===== src/rtl/pipe_ctrl_pkg.sv =====
// Shared types and helpers for the pipeline stall controller: FSM encodings,
// the default memory-wait limit, and the hazard / stall-control decode.
package pipe_ctrl_pkg;

    localparam int MAX_WAIT_DEFAULT = 16;

    typedef enum logic [1:0] {
        ST_RUN  = 2'd0,
        ST_WAIT = 2'd1,
        ST_ERR  = 2'd2
    } state_e;

    typedef struct packed {
        logic pc_en;
        logic fd_en;
        logic de_en;
        logic em_en;
        logic de_bubble;
        logic mw_bubble;
    } stall_ctl_t;

    // A load in EX whose destination feeds an ID-stage source cannot be forwarded in time.
    function automatic logic load_use(
        input logic       ewreg,
        input logic       em2reg,
        input logic [4:0] ern,
        input logic [4:0] drs,
        input logic [4:0] drt,
        input logic       use_rs,
        input logic       use_rt
    );
        logic rs_hit;
        logic rt_hit;
        rs_hit = use_rs && (ern == drs);
        rt_hit = use_rt && (ern == drt);
        return ewreg && em2reg && (ern != 5'd0) && (rs_hit || rt_hit);
    endfunction

    // Freeze holds every stage and drains a bubble into MEM/WB; a load-use
    // stall holds PC and IF/ID while ID/EX takes one NOP.
    function automatic stall_ctl_t stall_decode(input logic frz, input logic lu);
        stall_ctl_t c;
        if (frz) begin
            c = '{pc_en: 1'b0, fd_en: 1'b0, de_en: 1'b0, em_en: 1'b0,
                  de_bubble: 1'b0, mw_bubble: 1'b1};
        end else if (lu) begin
            c = '{pc_en: 1'b0, fd_en: 1'b0, de_en: 1'b1, em_en: 1'b1,
                  de_bubble: 1'b1, mw_bubble: 1'b0};
        end else begin
            c = '{pc_en: 1'b1, fd_en: 1'b1, de_en: 1'b1, em_en: 1'b1,
                  de_bubble: 1'b0, mw_bubble: 1'b0};
        end
        return c;
    endfunction

endpackage


===== src/rtl/pipe_wait_timer.sv =====
// Memory-wait cycle counter: loads 1 on WAIT entry, counts each further WAIT
// cycle, and flags the cycle on which it has reached MAX_WAIT.
module pipe_wait_timer
    import pipe_ctrl_pkg::*;
#(
    parameter int MAX_WAIT = MAX_WAIT_DEFAULT
) (
    input  logic clock,
    input  logic resetn,
    input  logic load_i,
    input  logic inc_i,
    output logic tc_o
);

    localparam int CW = $clog2(MAX_WAIT + 1);

    logic [CW-1:0] count_q;
    logic [CW-1:0] count_d;

    // Idle cycles clear the count so nothing carries into the next access.
    always_comb begin
        count_d = '0;
        if (load_i) begin
            count_d = CW'(1);
        end else if (inc_i) begin
            count_d = count_q + CW'(1);
        end
    end

    always_ff @(posedge clock or negedge resetn) begin
        if (!resetn) begin
            count_q <= '0;
        end else begin
            count_q <= count_d;
        end
    end

    assign tc_o = (count_q == CW'(MAX_WAIT));

endmodule


===== src/rtl/pipe_stall_ctrl.sv =====
// Pipeline stall/freeze controller: load-use bubbles plus a memory-wait FSM
// with sticky timeout. Optional PIPE_STALL_PERF_EN adds lu_cnt / frz_cnt.
module pipe_stall_ctrl
    import pipe_ctrl_pkg::*;
#(
    parameter int MAX_WAIT = MAX_WAIT_DEFAULT
) (
    input  logic        clock,
    input  logic        resetn,
    input  logic        ewreg,
    input  logic        em2reg,
    input  logic [4:0]  ern,
    input  logic [4:0]  drs,
    input  logic [4:0]  drt,
    input  logic        use_rs,
    input  logic        use_rt,
    input  logic        mreq,
    input  logic        mack,
    output logic        pc_en,
    output logic        fd_en,
    output logic        de_en,
    output logic        em_en,
    output logic        de_bubble,
    output logic        mw_bubble,
    output logic        mem_err,
    output logic [1:0]  state
`ifdef PIPE_STALL_PERF_EN
    ,
    output logic [31:0] lu_cnt,
    output logic [31:0] frz_cnt
`endif
);

    state_e     state_q;
    logic       mem_err_q;
    logic       ack;
    logic       req_pend;
    logic       lu;
    logic       frz;
    logic       tmr_load;
    logic       tmr_inc;
    logic       tmr_tc;
    stall_ctl_t ctl;

    assign ack      = mreq & mack;
    assign req_pend = mreq & ~mack;
    assign lu       = load_use(ewreg, em2reg, ern, drs, drt, use_rs, use_rt);

    // The acknowledge cycle itself releases the freeze, matching a zero-wait hit.
    always_comb begin
        frz = 1'b0;
        case (state_q)
            ST_RUN:  frz = req_pend;
            ST_WAIT: frz = ~ack;
            ST_ERR:  frz = 1'b1;
            default: frz = 1'b0;
        endcase
    end

    assign ctl       = stall_decode(frz, lu);
    assign pc_en     = ctl.pc_en;
    assign fd_en     = ctl.fd_en;
    assign de_en     = ctl.de_en;
    assign em_en     = ctl.em_en;
    assign de_bubble = ctl.de_bubble;
    assign mw_bubble = ctl.mw_bubble;
    assign mem_err   = mem_err_q;
    assign state     = state_q;

    assign tmr_load = (state_q == ST_RUN) & req_pend;
    assign tmr_inc  = (state_q == ST_WAIT) & ~ack & ~tmr_tc;

    pipe_wait_timer #(
        .MAX_WAIT (MAX_WAIT)
    ) u_wait_timer (
        .clock  (clock),
        .resetn (resetn),
        .load_i (tmr_load),
        .inc_i  (tmr_inc),
        .tc_o   (tmr_tc)
    );

    always_ff @(posedge clock or negedge resetn) begin
        if (!resetn) begin
            state_q   <= ST_RUN;
            mem_err_q <= 1'b0;
        end else begin
            case (state_q)
                ST_RUN: begin
                    if (req_pend) begin
                        state_q <= ST_WAIT;
                    end
                end
                ST_WAIT: begin
                    if (ack) begin
                        state_q <= ST_RUN;
                    end else if (tmr_tc) begin
                        state_q   <= ST_ERR;
                        mem_err_q <= 1'b1;
                    end
                end
                ST_ERR: begin
                    state_q   <= ST_ERR;
                    mem_err_q <= 1'b1;
                end
                default: begin
                    state_q   <= ST_RUN;
                    mem_err_q <= 1'b0;
                end
            endcase
        end
    end

`ifdef PIPE_STALL_PERF_EN
    logic [31:0] lu_cnt_q;
    logic [31:0] frz_cnt_q;

    always_ff @(posedge clock or negedge resetn) begin
        if (!resetn) begin
            lu_cnt_q  <= '0;
            frz_cnt_q <= '0;
        end else begin
            if (lu && !frz && (lu_cnt_q != 32'hFFFF_FFFF)) begin
                lu_cnt_q <= lu_cnt_q + 32'd1;
            end
            if (frz && (frz_cnt_q != 32'hFFFF_FFFF)) begin
                frz_cnt_q <= frz_cnt_q + 32'd1;
            end
        end
    end

    assign lu_cnt  = lu_cnt_q;
    assign frz_cnt = frz_cnt_q;
`endif

endmodule


===== config.mk =====
export PLATFORM = sky130hd
export DESIGN_NAME = pipe_stall_ctrl
export DESIGN_NICKNAME = d
export VERILOG_FILES = /design/src/rtl/pipe_ctrl_pkg.sv /design/src/rtl/pipe_wait_timer.sv /design/src/rtl/pipe_stall_ctrl.sv
export SDC_FILE = /design/constraint.sdc
export NUM_CORES = 1
export LEC_CHECK = 0
export BUFFER_PORTS_ARGS = -buffer_cell sky130_fd_sc_hd__buf_2
export CELL_PAD_IN_SITES_DETAIL_PLACEMENT = 1
export CELL_PAD_IN_SITES_GLOBAL_PLACEMENT = 2
export CORE_MARGIN = 2
export CORE_UTILIZATION = 25
export DETAILED_ROUTE_END_ITERATION = 8
export PLACE_DENSITY_LB_ADDON = 0.15
export REMOVE_ABC_BUFFERS = 1
export SYNTH_ARGS = -nofsm -noshare
export SYNTH_HDL_FRONTEND = slang
export SYNTH_SLANG_ARGS = --single-unit

===== constraint.sdc =====
create_clock -name clock -period 2.5 [get_ports clock]
set_input_delay 0.5 -clock clock [delete_from_list [all_inputs] [get_ports clock]]
set_output_delay 0.5 -clock clock [all_outputs]
set_load 0.02 [all_outputs]

### Word-level counts from Yosys, hierarchy flattened

Index checks and enable logic that the tools add are counted.
W data, S select, Z words.

* flip-flop bits (word level): 8
* latch bits: 0
* memory bits (writable): 0
* ROM bits: 0
* input bits: 23
* output and inout port bits: 9
* word-level logic and storage cells: 44
* memories kept: 0

* $add $sub $neg: 1
* $mul: 0
* div/mod/pow operators: 0
* $lt $le $gt $ge: 0
* equal/unequal tests: 9
* shift-type cells: 0
* muxes and demuxes: 12
* bitwise logic cells: 9
* reduce and logical (&&, ||, !) cells: 10

Operator list (count)
* $mux W6: 2
* $eq A5 B5 Y1: 2
* $mux W5: 2
* $mux W2: 3
* $ne A2 B2 Y1 const B: 3
* $pmux W1 S3: 2
* $pmux W2 S3: 1
* $add A5 B1 Y5 const B: 1
* $and A1 B1 Y1: 5
* $eq A5 B5 Y1 const B: 1
* $logic_and A1 B1 Y1: 5
* $reduce_bool A5 Y1: 1
* $not A1 Y1: 4
* $ne A3 B3 Y1 const B: 1
* $reduce_and A3 Y1: 1
* $eq A2 B1 Y1 const B: 1
* $eq A2 B2 Y1 const B: 1
* $logic_not A2 Y1: 1
* $mux W1: 2
* $reduce_and A2 Y1: 1
* $logic_or A1 B1 Y1: 1

### Longest topological paths before layout

Gate-level depths: netlist of run 1.

* depth after elaboration: 6
* gate-level depth with buffers: 8
* mapped depth without buffers: 6

### Hierarchy

From an unflattened synthesis of run 1, not the netlist that was laid out.

* cell total of the unflattened synthesis: 71
* area, all modules: 670.6 µm²

By module, submodules not included
* pipe_stall_ctrl: instances 1, cells each 48, area an instance 406.6 µm², sequential area each 75.1 µm²
* pipe_wait_timer: instances 1, cells each 23, area an instance 264.0 µm², sequential area each 125.1 µm²

### Worst setup path after synthesis of run 1

Ideal clock, no wire load.

* path kind: register -> output
* start: register state_q[0] (netlist: state[0])
* end: output port de_bubble
* arrival time: 1.987 ns
* required time: 2.000 ns
* path slack: 0.013 ns
* cell stages (with the launch flop): 8
* buffers on the path: 1
* cells stage by stage: dfrtp_1 > inv_1 > ha_1 > clkbuf_1 > a21o_1 > a21oi_1 > nor2_1 > nor3_1

* cells in the longest elaborated chain, start to end: 3
* elaborated cells between the ends (all ways): 5
* those cells by class: 2 x eq/ne; 2 x mux; 1 x reduce/logical

RTL lines
* from (decl): RTL line pipe_stall_ctrl.sv:34 `state_e state_q;`
* from (signal assigned): RTL line pipe_stall_ctrl.sv:85 `state_q <= ST_RUN;`
* from (signal assigned): RTL line pipe_stall_ctrl.sv:91 `state_q <= ST_WAIT;`
* from (signal assigned): RTL line pipe_stall_ctrl.sv:96 `state_q <= ST_RUN;`
* $eq A2 B2 Y1, or another cell as far along: RTL line pipe_stall_ctrl.sv:52 `case (state_q)`
* $pmux W1 S3 *: RTL line pipe_stall_ctrl.sv:52
* $mux W6 *: RTL line pipe_ctrl_pkg.sv:43 `if (frz) begin`
* to (decl): RTL line pipe_stall_ctrl.sv:23 `output logic de_bubble,`

Mark *: on every way between the ends. The rest lies on a longest branch, timed or not.

### Final worst setup path of run 1

Same ends and word-level chain as after synthesis.

==> results of run 1 <==
==> logic make-up after synthesis <==
| group | after synthesis | synth area share |
|---|---|---|
| AO/OA/AOI/OAI | 17 | 0.159 |
| adder cells (fa/ha/maj) | 6 | 0.103 |
| AND/OR/NAND/NOR | 25 | 0.207 |
| XOR/XNOR | 13 | 0.157 |
| flip-flops | 8 | 0.276 |
| multiplexers | 1 | 0.0155 |
| buffers and inverters | 12 | 0.0827 |
==> stage by stage <==
step           instances  worst slack [ns]
5_1_grt              145            0.0323
3_3_place_gp         142             0.316
4_1_cts              145             0.103
2_1_floorplan         78            0.0851
3_5_place_dp         142             0.260
6_report             145             0.219
==> per-layer routing <==
metal | GRT usage | up-vias
met4 | 0.0399 | 0
met2 | 0.192 | 28
met1 | 0.175 | 321
met3 | 0.0402 | 2
met5 | 0 | -
li1 | - | 347
==> final cells by class <==
| class | count | share of cell area |
|---|---|---|
| Inverter | 8 | 0.0322 |
| Timing Repair Buffer | 33 | 0.182 |
| Multi-Input combinational cell | 62 | 0.503 |
| Sequential cell | 8 | 0.217 |
| Tap cell | 31 | 0.0416 |
| Clock buffer | 3 | 0.0241 |
==> cells in the final DEF, fill, tap and decap left out, types with 2 or more instances in the layout <==
cell	netlist	layout
nand2_1	5	5
o21ai_0	2	2
a21oi_1	5	4
xnor2_1	3	3
nor4_1	2	2
buf_2	0	31
dfrtp_1	8	6
nand3_1	4	4
ha_1	6	6
or4_1	2	2
dfrtp_2	0	2
inv_1	8	8
xor2_1	10	10
clkbuf_4	0	3
buf_4	2	2
nor2_1	6	6
==> critical path: cells and delay by family (launching register included) <==
family | cells | cell delay (ns)
DFF | 1 | 0.40
AOI/OAI and AO/OA | 2 | 0.35
buffers and inverters | 2 | 0.28
and+or+nand+nor | 2 | 0.27
adders and majority gates | 1 | 0.22
==> final timing paths <==
| path | startpoint | endpoint | cells after the start |
|---|---|---|---|
| min in group clock | mem_err | mem_err | 1 |
| max | state[0] | de_bubble | 7 |
| min | resetn | u_wait_timer.count_q[4] | 1 |
| min reg2reg | mem_err | mem_err | 1 |
| max reg2reg | u_wait_timer.count_q[0] | state[1] | 6 |
| max in group asynchronous | resetn | state[1] | 1 |
==> sequential cells by signal, indices dropped and copies added (netlist names) <==
register / cells
state: 2
mem_err: 1
u_wait_timer.count_q: 5
==> power breakdown <==
| part | switching (W) | internal, W |
|---|---|---|
| sequential | 0.0000324 | 0.000164 |
| combinational | 0.000327 | 0.000215 |
| clock | 0.0000510 | 0.0000554 |
| total | 0.000410 | 0.000435 |
==> metrics.md, run 1 <==
| Metric | Value |
|---|---|
| H-tree depth | 1 |
| Final WL | 1950 um |
| Yosys Warn Count | 0 |
| Gr ovfl total | 0 |
| Cell Rows | 19 |
| Longest Clk Path Bufs | 2 |
| Endpoint class of the critical path | primary output |
| Post-synth EDFFs | 0 |
| Met3 routed WL | 115 um |
| Synth area leader | dfrtp_1 |
| Largest net degree at the start of global routing | 9 |
| Root Driver | clkbuf_4 |
| IO Pins | 32 |
| Vias in the first global route | 715 |
| Slowest stage delay, CP | 0.40 ns |
| Cell Area, Synth | 726 sq um |
| Minimum clock period | 2.28 ns |
| Remaining routing DRC violations | 0 |
| Power Density | 905 nW/um^2 |
| CP max FO | 5 |
| CTS tree | done |
| Seq/Total Area, Yosys | 0.276 |
| CP Class | reg -> out |
| Dominant cells by area after synthesis | dfrtp_1 28%, xor2_1 12%, ha_1 10% |
| Starting DRT DRC Count | 9 |
| Placer Congestion | 0.766 |
| Area of the multi-input gates | 469 sq um |
| Setup TNS | 0 ns |
| Wl on met1 | 858 um |
| Final Instance Area | 933 sq um |
| CTS Hold Bufs | 0 |
| DP Wirelength | 1540 um |
| GRT Total Usage | 0.128 |
| Asr flop ratio synth | 1.00 |
| Syn avg cell area | 8.85 sq um |
| Antenna cells | 0 |
| Fmax | 438 MHz |
| Top Layer Used | met4 |
| Routed Antenna Nets | 0 |
| Post-CTS sizing | 0 |
| Area post-placement | 905 sq um |
| Clk pin slew, worst setup/hold paths | 0.06 ns |
| Post-Syn Instances | 82 |
| Detail Route met2 WL | 964 um |
| Die ar. | 3350 sq um |
| Final hold vios | 0 |
| Worst EP arrival | 1.78 ns |
| Hold Path Class | in -> async |
| NumNets Final | 145 |
| Setup-failing EPs final | 0 |
| Critical-path top delay cell | dfrtp_2 |
| Initial Utilization | 0.263 |
| Most frequent cells after synthesis | 10 x xor2_1, 8 x dfrtp_1, 8 x inv_1, 6 x ha_1, 6 x nor2_1 |
| Lkg Pwr | 0.447 nW |
| Final Util | 0.338 |
| Count leader, synth | xor2_1 |
| Fraction of layout cells with a size suffix above 1 | 0.377 |
| Worst slew pin tran | 0.329 ns |
| Area growth syn-to-layout | 28.6% |
| Slew headroom | 0.779 |
| Startpoint Class | flip-flop |
| Period utilization | 0.912 |
| Synth Flop Type | dfrtp_1 |
| Die width | 57.9 um |
| First-pass GRT wire length | 3260 um |
| Routed WL per cell | 13.4 um |
| RSZ-0062 raised after global routing | false |
| FF/Latch Area | 203 sq um |
| Unique masters post-synth | 32 |
| Core Region | 2760 sq um |
| IO buf count | 31 |
| Via-to-Cell Ratio | 4.81 |
| Max-slew violations | 0 |
| Post-CTS setup buffers | 0 |
| Cts bufs inserted | 3 |
| Post-synth top area share | 0.276 |
| Fill cell count | 341 |
| FF-to-FF setup slack | 0.65 ns |
| Status | completed |
| Tot Pwr | 0.000845 W |
| DRT Pass-1 Iters | 4 |
| Antenna violations before repair | 0 |
| Flops & latches, synth | 8 |
| Hold WS | 0.0778 ns |
| Worst path required time | 2.00 ns |
| CP Cell Sequence | inv_1 > ha_1 > a21o_1 > a21oi_2 > nor2_1 > nor3_1 > buf_2 |
| Die Y | 57.9 um |
| Max_cap viols | 0 |
| Via count | 698 |
| Worst-skew pair later-pin latency | 0.26 ns |
| Maximum vdd ir drop | 0.409 mV |
| TritonCTS sink count | 8 |
| Fin Clk Skew | 0.00200 ns |
Power figures use the tool's default switching activity.
==> inputs of run 2 (changes only) <==
PLACE_DENSITY = 0.84   (was default)
PLACE_DENSITY_LB_ADDON = default   (was 0.15)
==> run 2 against run 1 <==
Final area shrank 0.40%. Critical path type unchanged. Sequential power is essentially flat. Critical path depth is the same. Sequential share of layout area grew 0.088 points. Core utilization shrank 0.14 points. Fmax grew 0.68%. Clock-buffer cell count is the same. Largest power group unchanged. Critical endpoint unchanged. Die area is the same.
==> metrics.md, run 2 (same netlist as run 1, synthesis figures left out) <==
| Metric | Value |
|---|---|
| Most frequent cells in the layout | 31 x buf_2, 10 x xor2_1, 8 x inv_1 |
| Critical-path top delay cell | dfrtp_2 |
| Area growth syn-to-layout | 28.1% |
| TritonCTS sink count | 8 |
| Cell Rows | 19 |
| Worst-skew pair later-pin latency | 0.25 ns |
| DP Wirelength | 1590 um |
| CP Class | reg -> out |
| Max-slew violations | 0 |
| Final Instance Area | 930 sq um |
| Status | completed |
| CTS tree | done |
| Fin Clk Skew | 0.00448 ns |
| Longest Clk Path Bufs | 2 |
| Vias in the first global route | 742 |
| Worst path buffer plus inverter count | 2 |
| Period utilization | 0.906 |
| Via-to-Cell Ratio | 4.88 |
| Final WL | 1840 um |
| IO Pins | 32 |
| GRT Total Usage | 0.116 |
| Die ar. | 3350 sq um |
| Worst path required time | 2.00 ns |
| Die width | 57.9 um |
| Max_cap viols | 0 |
| NumNets Final | 145 |
| DRT Pass-1 Iters | 3 |
| CTS Hold Bufs | 0 |
| Initial Utilization | 0.263 |
| Minimum clock period | 2.27 ns |
| Delay-heaviest family, CP | flip-flops |
| Gr ovfl total | 0 |
| Worst EP arrival | 1.77 ns |
| Setup-failing EPs final | 0 |
| Remaining routing DRC violations | 0 |
| Largest Register | u_wait_timer.count_q |
| Fmax | 441 MHz |
| Post-CTS sizing | 0 |
| H-tree depth | 1 |
| Area post-placement | 905 sq um |
| IO buf count | 31 |
| Endpoint class of the critical path | primary output |
| Placer Congestion | 0.807 |
| First-pass GRT wire length | 3100 um |
| RSZ-0062 raised after global routing | false |
| Maximum vdd ir drop | 0.518 mV |
| Lkg Pwr | 0.446 nW |
| Starting DRT DRC Count | 9 |
| Antenna cells | 0 |
| Fraction of layout cells with a size suffix above 1 | 0.368 |
| Startpoint Class | flip-flop |
| Hold Path Class | in -> async |
| Core Region | 2760 sq um |
| Post-CTS setup buffers | 0 |
| Antenna violations before repair | 0 |
| Power Density | 882 nW/um^2 |
| Slew headroom | 0.804 |
| CP max FO | 5 |
| Routed Antenna Nets | 0 |
| CP Cell Sequence | inv_1 > ha_1 > a21o_1 > a21oi_1 > nor2_1 > nor3_1 > buf_2 |
| Setup TNS | 0 ns |
| Clk pin slew, worst setup/hold paths | 0.06 ns |
| Via count | 707 |
| Worst slew pin tran | 0.290 ns |
| Routed WL per cell | 12.7 um |
| Final hold vios | 0 |
| Largest net degree at the start of global routing | 9 |
| Root Driver | clkbuf_4 |
| Slowest stage delay, CP | 0.40 ns |
| Die Y | 57.9 um |
| Max reg flops | 5 |
| Cts bufs inserted | 3 |
| Commonest non-fill, non-tap cell in the layout | buf_2 |
==> run 2: cell types whose count changed in the layout (fill, tap and decap cells not counted) <==
cell,change
a21oi_2,-1
a21oi_1,+1
==> run 2: path summary, 6_finish.rpt <==
path,from,endpoint,slack (ns),depth (start not counted)
setup / recovery,state[0],de_bubble,0.23,7
hold reg to reg,mem_err,mem_err,0.51,1
setup reg to reg,u_wait_timer.count_q[0],state[1],0.70,6
max in group asynchronous,resetn,state[0],2.23,1
min in group clock,mem_err,mem_err,0.51,1
hold / removal,resetn,u_wait_timer.count_q[1],0.08,1
==> run 2: through the flow <==
step | setup WS (ns) | util | hold WS, ns | power (W) | instances
global placement | 0.324 | 0.328 | 0.355 | 0.000715 | 142
CTS | 0.151 | 0.336 | 0.0847 | 0.000834 | 145
finish | 0.234 | 0.337 | 0.0841 | 0.000820 | 145
global route | 0.0173 | 0.337 | 0.0826 | 0.000894 | 145
floorplan | 0.0851 | - | 0.204 | 0.000542 | 78
detailed placement | 0.294 | 0.328 | 0.359 | 0.000730 | 142
==> run 2: cell type report <==
type / count / area (sq um)
flip-flops and latches: 8 / 203
well taps: 31 / 38.8
inverters: 8 / 30.0
repair buffers: 33 / 170
fillers: 340 / 1830
clock buffers: 3 / 22.5
multi-input cells: 62 / 465
==> run 2: metal layers <==
metal / track usage / share of wire / vias up
met5: 0 / 0 / -
met4: 0.0199 / 0 / 0
met3: 0.0179 / 0.056 / 0
met2: 0.229 / 0.51 / 30
met1: 0.129 / 0.43 / 330
li1: - / - / 347
==> run 2: power by group <==
part	switching, W	internal, W	total [W]
clock network	0.0000432	0.0000549	0.0000981
registers	0.0000338	0.000165	0.000198
logic	0.000313	0.000211	0.000524
total	0.000390	0.000430	0.000820
